$ cat config.mk
export PLATFORM = sky130hd
export DESIGN_NAME = nv_nvdla_sdp_rdma_req_arb
export DESIGN_NICKNAME = d
export VERILOG_FILES = /design/src/rtl/nv_nvdla_sdp_rdma_req_arb_pkg.sv /design/src/rtl/nv_nvdla_sdp_rdma_credit_cnt.sv /design/src/rtl/nv_nvdla_sdp_rdma_req_arb.sv
export SDC_FILE = /design/constraint.sdc
export NUM_CORES = 1
export LEC_CHECK = 0
export ABC_AREA = 1
export BUFFER_PORTS_ARGS = -buffer_cell sky130_fd_sc_hd__buf_2
export CAP_MARGIN = 5
export CORE_AREA = 2 2 164 166
export DETAILED_ROUTE_END_ITERATION = 10
export DIE_AREA = 0 0 166 168
export MAX_ROUTING_LAYER = met4
export PLACE_DENSITY_LB_ADDON = 0.12
export SLEW_MARGIN = 20
export SYNTH_ARGS = -nofsm -noshare
export SYNTH_HDL_FRONTEND = slang
export SYNTH_HIERARCHICAL = 1
export SYNTH_SLANG_ARGS = --single-unit
$ cat constraint.sdc
create_clock -name nvdla_core_clk -period 12.6 [get_ports nvdla_core_clk]
set_input_delay 1.89 -clock nvdla_core_clk [delete_from_list [all_inputs] [get_ports nvdla_core_clk]]
set_output_delay 1.89 -clock nvdla_core_clk [all_outputs]
set_load 0.005 [all_outputs]
$ cat src/rtl/nv_nvdla_sdp_rdma_req_arb_pkg.sv
// Shared definitions for the SDP RDMA read-request arbiter: pd field layout,
// channel id encodings and default credit sizing.
package nv_nvdla_sdp_rdma_req_arb_pkg;

    localparam int ARB_AW_DEF         = 64;
    localparam int ARB_SW_DEF         = 15;
    localparam int ARB_CREDIT_MAX_DEF = 256;
    localparam int ARB_CW_DEF         = 9;

    // DMA request pd is {size, addr}: addr in the low bits, size directly above it
    localparam int PD_ADDR_LSB = 0;

    typedef enum logic [1:0] {
        CH_MRDMA = 2'd0,
        CH_BRDMA = 2'd1,
        CH_NRDMA = 2'd2,
        CH_ERDMA = 2'd3
    } chan_id_e;

    function automatic int pd_size_lsb(input int aw);
        return PD_ADDR_LSB + aw;
    endfunction

    function automatic int max_int(input int a, input int b);
        return (a > b) ? a : b;
    endfunction

endpackage

$ cat src/rtl/nv_nvdla_sdp_rdma_credit_cnt.sv
// Per-channel response-buffer credit counter: subtract on grant, add on return,
// saturate at CREDIT_MAX with a sticky overflow flag.
module nv_nvdla_sdp_rdma_credit_cnt
    import nv_nvdla_sdp_rdma_req_arb_pkg::*;
#(
    parameter int CREDIT_MAX = ARB_CREDIT_MAX_DEF,
    parameter int CW         = ARB_CW_DEF,
    parameter int NW         = ARB_SW_DEF + 1
) (
    input  logic          nvdla_core_clk,
    input  logic          nvdla_core_rstn,
    input  logic          take_i,
    input  logic [NW-1:0] need_i,
    input  logic          ret_i,
    output logic [CW-1:0] credit_o,
    output logic          full_o,
    output logic          err_o
);

    localparam int            XW   = max_int(CW, NW) + 1;
    localparam logic [CW-1:0] CMAX = CW'(CREDIT_MAX);

    logic [XW-1:0] sum;
    logic [CW-1:0] credit_q, credit_d;
    logic          err_q, err_d;

    // A grant only happens when credit covers need, so the sum never underflows
    always_comb begin
        sum      = XW'(credit_q) - (take_i ? XW'(need_i) : '0) + XW'(ret_i);
        credit_d = CW'(sum);
        err_d    = err_q;
        if (sum > XW'(CREDIT_MAX)) begin
            credit_d = CMAX;
            err_d    = 1'b1;
        end
    end

    always_ff @(posedge nvdla_core_clk or negedge nvdla_core_rstn) begin
        if (!nvdla_core_rstn) begin
            credit_q <= CMAX;
            err_q    <= 1'b0;
        end else begin
            credit_q <= credit_d;
            err_q    <= err_d;
        end
    end

    assign credit_o = credit_q;
    assign full_o   = (credit_q == CMAX);
    assign err_o    = err_q;

endmodule

$ cat src/rtl/nv_nvdla_sdp_rdma_req_arb.sv
// Credit-gated arbiter sharing the SDP DMA read-request port among RDMA requesters.
// Define NVDLA_SDP_RDMA_ARB_STRICT_PRIO_EN for fixed priority instead of round-robin.
module nv_nvdla_sdp_rdma_req_arb
    import nv_nvdla_sdp_rdma_req_arb_pkg::*;
#(
    parameter int NUM_REQ    = 4,
    parameter int AW         = ARB_AW_DEF,
    parameter int SW         = ARB_SW_DEF,
    parameter int CREDIT_MAX = ARB_CREDIT_MAX_DEF,
    parameter int CW         = ARB_CW_DEF
) (
    input  logic                  nvdla_core_clk,
    input  logic                  nvdla_core_rstn,
    input  logic [NUM_REQ-1:0]    req_pvld,
    output logic [NUM_REQ-1:0]    req_prdy,
    input  logic [NUM_REQ*AW-1:0] req_addr,
    input  logic [NUM_REQ*SW-1:0] req_size,
    output logic                  dma_rd_req_pvld,
    input  logic                  dma_rd_req_prdy,
    output logic [AW+SW-1:0]      dma_rd_req_pd,
    output logic [1:0]            dma_rd_req_id,
    input  logic [NUM_REQ-1:0]    credit_ret,
    output logic                  arb_idle,
    output logic [NUM_REQ-1:0]    credit_err
);

    localparam int NW   = SW + 1;
    localparam int CMPW = max_int(CW, NW);

    logic [NUM_REQ-1:0][NW-1:0] need;
    logic [NUM_REQ-1:0][CW-1:0] credit;
    logic [NUM_REQ-1:0]         full;
    logic [NUM_REQ-1:0]         grant_vec;
    logic [3:0]                 elig;
    logic [3:0][AW+SW-1:0]      pd_in;
    logic                       slot_open;
    logic                       gnt_any;
    logic [1:0]                 gnt_idx;

    logic                       pvld_q;
    logic [AW+SW-1:0]           pd_q;
    chan_id_e                   id_q;

    assign slot_open = !pvld_q || dma_rd_req_prdy;

    // Unused channel slots are tied off so the search logic is always four wide
    for (genvar i = 0; i < 4; i++) begin : g_ch
        if (i < NUM_REQ) begin : g_on
            assign need[i]      = {1'b0, req_size[i*SW +: SW]} + NW'(1);
            assign elig[i]      = req_pvld[i] && (CMPW'(credit[i]) >= CMPW'(need[i]));
            assign pd_in[i]     = {req_size[i*SW +: SW], req_addr[i*AW +: AW]};
            assign grant_vec[i] = gnt_any && (gnt_idx == 2'(i));

            nv_nvdla_sdp_rdma_credit_cnt #(
                .CREDIT_MAX (CREDIT_MAX),
                .CW         (CW),
                .NW         (NW)
            ) u_cnt (
                .nvdla_core_clk  (nvdla_core_clk),
                .nvdla_core_rstn (nvdla_core_rstn),
                .take_i          (grant_vec[i]),
                .need_i          (need[i]),
                .ret_i           (credit_ret[i]),
                .credit_o        (credit[i]),
                .full_o          (full[i]),
                .err_o           (credit_err[i])
            );
        end else begin : g_off
            assign elig[i]  = 1'b0;
            assign pd_in[i] = '0;
        end
    end

`ifdef NVDLA_SDP_RDMA_ARB_STRICT_PRIO_EN
    // Descending scan so the lowest eligible index is the last one written
    always_comb begin
        gnt_any = 1'b0;
        gnt_idx = '0;
        if (slot_open) begin
            for (int k = NUM_REQ - 1; k >= 0; k--) begin
                if (elig[k]) begin
                    gnt_any = 1'b1;
                    gnt_idx = 2'(k);
                end
            end
        end
    end
`else
    localparam logic [1:0] LAST_IDX = 2'(NUM_REQ - 1);

    logic [1:0] rr_q, rr_d;
    logic [2:0] rr_pos;

    // Scan offsets from rr downward so the closest eligible requester after rr wins
    always_comb begin
        gnt_any = 1'b0;
        gnt_idx = '0;
        rr_pos  = '0;
        if (slot_open) begin
            for (int k = NUM_REQ - 1; k >= 0; k--) begin
                rr_pos = {1'b0, rr_q} + 3'(k);
                if (rr_pos >= 3'(NUM_REQ)) rr_pos = rr_pos - 3'(NUM_REQ);
                if (elig[rr_pos[1:0]]) begin
                    gnt_any = 1'b1;
                    gnt_idx = rr_pos[1:0];
                end
            end
        end
    end

    always_comb begin
        rr_d = rr_q;
        if (gnt_any) rr_d = (gnt_idx == LAST_IDX) ? 2'd0 : gnt_idx + 2'd1;
    end

    always_ff @(posedge nvdla_core_clk or negedge nvdla_core_rstn) begin
        if (!nvdla_core_rstn) rr_q <= '0;
        else                  rr_q <= rr_d;
    end
`endif

    // Output stage reloads whenever a grant lands in an open slot, else drains on accept
    always_ff @(posedge nvdla_core_clk or negedge nvdla_core_rstn) begin
        if (!nvdla_core_rstn) begin
            pvld_q <= 1'b0;
            pd_q   <= '0;
            id_q   <= CH_MRDMA;
        end else if (gnt_any) begin
            pvld_q <= 1'b1;
            pd_q   <= pd_in[gnt_idx];
            id_q   <= chan_id_e'(gnt_idx);
        end else if (dma_rd_req_prdy) begin
            pvld_q <= 1'b0;
        end
    end

    assign req_prdy        = grant_vec;
    assign dma_rd_req_pvld = pvld_q;
    assign dma_rd_req_pd   = pd_q;
    assign dma_rd_req_id   = id_q;
    assign arb_idle        = !pvld_q && (&full);

endmodule

### Word level (Yosys, flattened, before mapping)

Index checks and enable logic that the tools add are counted.

* memories kept: 0
* RAM bits: 0
* latch bits: 0
* bits in read-only memories: 0
* flip-flop bits (word level): 124

* shift operators: 0
* order comparisons: 17
* equal/unequal tests: 7
* add/sub/neg operators: 20
* mux-type cells: 39
* divide/modulo/power cells: 0
* multiply operators: 0
* reduce and logical (&&, ||, !) cells: 14
* bitwise logic cells: 0

Operators with widths (number)
* $bmux 79 s2: 1
* $mux 79: 1
* $add 17x1->17: 4
* $gt 17x9->1 const B: 4
* $sub 9x17->17: 4
* $add 15x1->16 const B: 4
* $ge 9x16->1: 4
* $mux 16: 4
* $eq 9x9->1 const B: 4
* $mux 9: 4
* $mux 2: 14
* $lt 2x3->1 const B: 5
* $mux 1: 11
* $ge 3x3->1 const B: 3
* $logic_and 1x1->1: 9
* $bmux 1 s2: 4
* $sub 2x1->2 const B: 4
* $add 2x2->3 const B: 2
* $eq 2x2->1 const B: 2
* $reduce_and 4->1: 1
* $add 2x1->3 const B: 1
* $ge 2x3->1 const B: 1
* $add 2x1->2 const B: 1
* $eq 2x1->1 const B: 1
* other kinds (4): 4

### Longest topological paths before layout

Gate-level depths: netlist of run 1.

* depth in word-level cells: 18
* gate-level depth with buffers: 51
* depth with buffers taken out: 47

### Cells and area by module

Netlist of run 1, hierarchy kept.

By module, submodules not included
* nv_nvdla_sdp_rdma_req_arb: area each 8958.6 um^2, cells each 1526, instances 1
* nv_nvdla_sdp_rdma_credit_cnt at g_ch[0].g_on.u_cnt ...: area each 1231.2 um^2, cells each 188, instances 3
* nv_nvdla_sdp_rdma_credit_cnt at g_ch[3].g_on.u_cnt: area each 1478.9 um^2, cells each 241, instances 1

### Worst setup path after synthesis of run 1

Ideal clock, no wire load.

* kind: input port to flip-flop
* from: input req_size[0]
* to: register g_ch[3].g_on.u_cnt.err_q
* stages on the path: 46
* setup time: 0.128 ns
* data required time: 12.472 ns
* path slack: 5.862 ns
* arrival time: 6.609 ns
* path through: ha_1 > nand2_1 > nor2_2 > nand2_1 > xor2_1 > inv_1 > ha_1 > nand2_1 > inv_1 > nand2_1 > nand2_1 > nand2_1 > nand2_1 > nand3_1 > nand2_1 > nand2_1 > nand2_1 > inv_2 > [... 10 more ...] > nand2_1 > inv_1 > ha_1 > inv_1 > ha_1 > fa_1 > nand2_1 > nand2_1 > nand3_1 > nand2_1 > nand2_1 > nand2_1 > nand2_1 > nand2_1 > nor2_1 > nand2_1 > nor2_1 > nand3_1

RTL lines
* start, declared: line nv_nvdla_sdp_rdma_req_arb.sv:17 `input logic [NUM_REQ*SW-1:0] req_size,`
* end signal, assigned: line nv_nvdla_sdp_rdma_credit_cnt.sv:44 `err_q <= err_d;`
* end, declared: line nv_nvdla_sdp_rdma_credit_cnt.sv:25 `logic err_q, err_d;`

==> qor.txt, run 1 <==
root buf cell: clkbuf_16
Synth top area share: 0.213
first-pass GRT wire length: 76900 um
CORE AREA: 26400 um2
die span in x: 166 um
CP Class: in2out
syn_area_per_cell: 6.06 um2
final setup violating endpoints: 0
placed cell areas: 16400 um2
via count of the first global-routing pass: 14592
run status: completed
Global Route Usage Sum: 0.355
DR vias/cell: 5.23
# hold bufs at CTS: 0
Final period util: 0.737
routed vias: 16008
Fin. Hold Viols: 0
CP arrival: 7.40 ns
Routed Antenna Nets: 0
CTS tree: done
Final Critical Period: 9.29 ns
Max Buffers Root-to-Sink: 2
Crit path required time: 10.71 ns
Syn. warnings: 6
Max FO, Critical Path: 67
H-tree depth: 4
CP Launch Type: input port
DIE AREA: 27900 um2
PwrDens: 205 nW/um2
WL/cell: 16.1 um
I/O pin total: 418
Max-cap violations: 0
Synth Cell Area: 14100 um2
DP HPWL: 39400 um
most area-hungry cell type in the Yosys netlist: dfrtp_1
post-synthesis sequential area ratio: 0.220
post-CTS sizing: 0
post-route cell area: 17000 um2
Tightest Hold Check Type: reg2reg
Top FF cell, synth: dfrtp_1
Slew HR: 0.302
Worst-Skew Late Latency: 0.42 ns
Initial Utilization: 0.536
number of port buffers: 417
die height: 168 um
number of enable flip-flop cells after synthesis: 0
setup TNS: 0 ns
Pleak: 10.5 nW
drt total wl: 49300 um
largest net degree at the start of global routing: 88
DRT Pass-1 Iters: 6
Final Util: 0.646
FF+latch count, synth: 124
GP Congestion: 0.990
Post-Syn Instances: 2331
Iter 0 DRT Violations: 1469
final slew viol count: 0
Least-Margin Pin Slew: 1.04 ns
total power: 3.49 mW
Achievable Freq: 0.108 GHz
Post-CTS Setup Bufs: 0
clk_skew: 0.0162 ns
NumNets Final: 3152
clock-pin slew on the worst setup and hold paths: 0.06 ns
synth top area cells: dfrtp_1, nand2_1, inv_1, ha_1, nand3_1
TritonCTS buffer count: 17
Std-Cell Rows: 60
antenna violations before repair: 8
layout cell share with drive strength beyond 1: 0.203
gr ovfl total: 0
RSZ-0062 raised after global routing: no
asr flop ratio synth: 1.00
Post-Place Cells: 3023
CP endpoint kind: output pin
Yosys cell types: 47
DRC viols: 0
VDD IR-drop max: 0.000237 V
Layout Cells excl Fill: 3063
syn nets: 2782
Area Overhead vs Synth: 20.5%
clock sinks: 124
-- sequential cells by signal, summed over array words and instances, names as in the netlist --
| register | flops |
|---|---|
| dma_rd_req_pd | 79 |
| g_ch.g_on.u_cnt/credit_o | 36 |
| g_ch.g_on.u_cnt/err_o | 4 |
| dma_rd_req_id | 2 |
| rr_q | 2 |
| dma_rd_req_pvld | 1 |
-- cell families after synthesis --
logic type	count (synthesis)	share of synthesized area
simple gates	1403	0.444
buf+inv	535	0.150
fa+ha+maj	124	0.112
flops	124	0.220
compound gates	110	0.0516
xor+xnor	35	0.0222
-- where the power goes --
| group | leakage, nW | switching (mW) | internal, mW |
|---|---|---|---|
| sequential | 1.48 | 0.0927 | 0.552 |
| combinational | 8.77 | 1.51 | 0.807 |
| clock | 0.298 | 0.223 | 0.305 |
| total | 10.5 | 1.83 | 1.66 |
-- critical path: stages --
cell	delay, ns
buf_2	0.10
ha_1	0.18
nand2_1	0.09
nor2_2	0.19
nand2_1	0.15
xor2_1	0.21
inv_1	0.07
ha_1	0.27
nand2_1	0.05
inv_1	0.04
nand2_1	0.05
nand2_1	0.05
nand2_1	0.05
nand2_1	0.10
nand3_1	0.11
nand2_1	0.09
nand2_1	0.07
nand2_1	0.08
inv_2	0.04
nand2_2	0.06
nand2_1	0.06
nand2_2	0.74
nand3_4	0.86
inv_2	0.52
ha_1	0.22
inv_1	0.04
nor2_1	0.73
buf_2	0.27
-- layer usage --
layer,vias to the layer above,GRT usage,share of wire
li1,8023,-,-
met5,-,-,0
met2,596,0.564,0.47
met3,80,0.0677,0.073
met1,7309,0.447,0.42
met4,0,0.143,0.037
-- layout make-up --
cell class                 count  area, um2
timing repair buffer         431       2210
multi-input combinational   1672       8940
tap                          341        427
sequential                   124       3110
clock buffer                  18        439
inverter                     455       1710
clock inverter                14        171
antenna                        8       20.0
fill                        2589       9330
-- cell usage in the layout (no fill, tap or decap), drive strengths merged, types with 2 or more instances in the layout --
cell	count
o21ai	22
diode	8
clkbuf	18
clkinv	4
nand3b	3
dfrtp	120
nor2	166
bufinv	2
inv	462
or2	48
ha	120
nand4	84
a21boi	6
o211ai	48
dfstp	4
fa	4
xor2	34
nor3	9
a21oi	31
buf	431
or4	4
nand3	279
nor4	5
nand2	804
-- stage by stage --
stage | hold slack [ns] | setup slack (ns)
3_3_place_gp | 0.448 | 3.45
6_report | 0.473 | 3.31
5_1_grt | 0.489 | 2.72
2_1_floorplan | 0.465 | 5.86
3_5_place_dp | 0.458 | 3.41
4_1_cts | 0.473 | 3.36
-- worst paths after layout --
path / start / end / slack, ns / depth (start not counted)
hold reg to reg: dma_rd_req_id[0]$_DFFE_PN0P_ / dma_rd_req_id[0]$_DFFE_PN0P_ / 0.47 / 2
setup reg to reg: g_ch[0].g_on.u_cnt/credit_o[0]$_DFF_PN0_ / g_ch[1].g_on.u_cnt/credit_o[7]$_DFF_PN0_ / 5.44 / 38
hold / removal: dma_rd_req_id[0]$_DFFE_PN0P_ / dma_rd_req_id[0]$_DFFE_PN0P_ / 0.47 / 2
max in group asynchronous: nvdla_core_rstn / dma_rd_req_pd[66]$_DFFE_PN0P_ / 9.90 / 2
min in group asynchronous: nvdla_core_rstn / dma_rd_req_pd[60]$_DFFE_PN0P_ / 1.52 / 1
setup / recovery: req_size[0] / req_prdy[1] / 3.31 / 28
-- synthesized netlist by cell type (17+ instances only) --
cell      instances
nand4_1          83
nand3_1         257
o21ai_0          17
inv_1           448
nand2_1         791
dfrtp_1         120
or2_0            28
ha_1            120
a21oi_1          27
nand3_2          19
clkbuf_1         25
o211ai_1         48
buf_2            31
nor2_1          148
xor2_1           33
(Power assumes the default switching activity.)
==> inputs of run 2 (changes only) <==
--- a/config.mk
+++ b/config.mk
@@ -8,9 +8,9 @@
 export ABC_AREA = 1
 export BUFFER_PORTS_ARGS = -buffer_cell sky130_fd_sc_hd__buf_2
 export CAP_MARGIN = 5
-export CORE_AREA = 2 2 164 166
+export CORE_MARGIN = 2
+export CORE_UTILIZATION = 54
 export DETAILED_ROUTE_END_ITERATION = 10
-export DIE_AREA = 0 0 166 168
 export MAX_ROUTING_LAYER = met4
 export PLACE_DENSITY_LB_ADDON = 0.12
 export SLEW_MARGIN = 20
==> constraint.sdc (replaced) <==
create_clock -name nvdla_core_clk -period 9.55 [get_ports nvdla_core_clk]
set_input_delay 1.4325 -clock nvdla_core_clk [delete_from_list [all_inputs] [get_ports nvdla_core_clk]]
set_output_delay 1.4325 -clock nvdla_core_clk [all_outputs]
set_load 0.005 [all_outputs]
==> qor.txt, run 2 (synthesis results as in run 1) <==
I/O pin total: 418 (unchanged)
Global Route Usage Sum: 0.370 (+0.0153)
Achievable Freq: 0.128 GHz
Max Buffers Root-to-Sink: 2 (unchanged)
die height: 166 um (-1.3%)
DRC viols: 0 (unchanged)
H-tree depth: 4 (unchanged)
TritonCTS buffer count: 17 (unchanged)
final setup violating endpoints: 0 (unchanged)
DIE AREA: 27500 um2 (-1.5%)
Max FO, Critical Path: 53 (-21%)
Fin. Hold Viols: 0 (unchanged)
CP max stage delay: 0.73 ns (-0.13 ns)
clk_skew: 0.0165 ns (+0.000239 ns)
CORE AREA: 25900 um2 (-1.7%)
CP dominant cell by count: nand2_1
Routed Antenna Nets: 0 (unchanged)
Max-cap violations: 0 (unchanged)
Post-CTS Setup Bufs: 0 (unchanged)
Reg area: 3110 um2 (unchanged)
launch point of the worst path: req_size[31]
CP arrival: 8.19 ns (+0.79 ns)
Pint: 2.14 mW (+28%)
DP HPWL: 40100 um (+1.8%)
final slew viol count: 0 (unchanged)
total power: 4.60 mW (+32%)
PwrDens: 271 nW/um2 (+32%)
Std-Cell Rows: 59 (-1.7%)
CP Class: in2reg
DRT Pass-1 Iters: 5 (-1)
CP endpoint kind: register
Worst-Skew Late Latency: 0.44 ns (+0.02 ns)
run status: completed
met3 WL post-DR: 4000 um (+11%)
most frequent cells in the layout: nand2_1, inv_1, buf_2
layout cell share with drive strength beyond 1: 0.203 (unchanged)
multi-input gate area in the final layout: 8940 um2 (about the same)
CP Launch Type: input port
clock sinks: 124 (unchanged)
Tightest Hold Check Type: reg2reg
leading cell type in the layout, fill and taps excluded: nand2_1
Area Overhead vs Synth: 20.0%
reg2reg setup slack: 2.98 ns (-2.46 ns)
via count of the first global-routing pass: 15061 (+3.2%)
NumNets Final: 3152 (unchanged)
CTS tree: done
drt total wl: 50500 um (+2.5%)
first-pass GRT wire length: 79400 um (+3.1%)
Top Layer Used: met4
WL/cell: 16.5 um (+2.8%)
clock share of power: 0.142 (-0.009)
clock-pin slew on the worst setup and hold paths: 0.07 ns (about the same)
DR vias/cell: 5.37 (+2.7%)
Final Critical Period: 7.83 ns
M1 WL: 20800 um (+0.15%)
Comb power frac: 0.671 (+0.007)
root buf cell: clkbuf_16
die span in x: 166 um (-0.14%)
Final period util: 0.820
post-CTS sizing: 0 (unchanged)
Pleak: 10.5 nW (-0.19%)
GP Congestion: 1.00 (+1.2%)
setup slack after layout: 1.72 ns (-1.60 ns)
Sw Share: 0.535 (+0.0116)
Least-Margin Pin Slew: 1.09 ns (+0.0453 ns)
met2 WL: 24300 um (+5.3%)
Slowest cell on crit path: nor2_1
routed vias: 16400 (+2.4%)
Layout fillers: 2554 (-1.4%)
RSZ-0062 raised after global routing: no
gr ovfl total: 0 (unchanged)
VDD IR-drop max: 0.000198 V (-16%)
worst hold start: dma_rd_req_pd[20]$_DFFE_PN0P_
setup TNS: 0 ns (unchanged)
antenna violations before repair: 6 (-2)
post-place setup slack: 1.37 ns (-2.03 ns)
number of port buffers: 417 (unchanged)
FF-to-FF Start: g_ch[3].g_on.u_cnt/credit_o[0]$_DFF_PN0_
max FFs per register: 79 (unchanged)
Slew HR: 0.274 (-0.0278)
Sw Pwr: 2.46 mW (+34%)
Initial Utilization: 0.545 (+0.00909)
# hold bufs at CTS: 0 (unchanged)
sequential power share: 0.187 (+0.003)
largest net degree at the start of global routing: 123 (+40%)
Crit path required time: 9.90 ns (-0.81 ns)
Iter 0 DRT Violations: 1477 (+0.54%)
## run 2: power by group through the flow
stage / Combinational, mW / Sequential, mW / Clock [mW]
floorplan: 2.18 / 0.850 / 0
global placement: 2.97 / 0.856 / 0
detailed placement: 3.02 / 0.861 / 0
CTS: 3.05 / 0.854 / 0.658
global route: 3.47 / 0.879 / 0.683
finish: 3.08 / 0.858 / 0.655
## run 2: through the flow
step | util | std cells | cell area, um2 | hold slack [ns]
2_1_floorplan | - | 2331 | 14100 | 0.465
3_3_place_gp | 0.632 | 3017 | 16400 | 0.453
3_5_place_dp | 0.632 | 3017 | 16400 | 0.458
4_1_cts | 0.654 | 3049 | 16900 | 0.476
5_1_grt | 0.655 | 3055 | 17000 | 0.499
6_report | 0.655 | 3055 | 17000 | 0.478
## run 2: cell type report
class	count	share of cell area
Clock buffer	17	0.0251
Tap cell	335	0.0247
Timing Repair Buffer	431	0.130
Inverter	455	0.101
Antenna cell	6	0.000885
Sequential cell	124	0.183
Clock inverter	15	0.00878
Multi-Input combinational cell	1672	0.527
## run 2: worst paths after layout
kind                                                            end  depth (start not counted)
setup / recovery           g_ch[1].g_on.u_cnt/credit_o[6]$_DFF_PN0_                         40
hold / removal                        dma_rd_req_pd[20]$_DFFE_PN0P_                          2
setup reg to reg           g_ch[1].g_on.u_cnt/credit_o[6]$_DFF_PN0_                         43
hold reg to reg                       dma_rd_req_pd[20]$_DFFE_PN0P_                          2
max in group asynchronous             dma_rd_req_pd[46]$_DFFE_PN0P_                          2
min in group asynchronous              dma_rd_req_pd[2]$_DFFE_PN0P_                          1
## run 2: layer usage
layer,global-route usage,vias up
met3,0.0610,80
met2,0.611,707
met5,-,-
met1,0.466,7574
li1,-,8039
met4,0.117,0
## run 2: critical path, delay by kind of cell
family / cells / cell delay, ns
and+or+nand+nor: 25 / 3.73
adders and majority gates: 6 / 1.42
buffers and inverters: 8 / 1.33
xor gates and xnor gates: 1 / 0.27
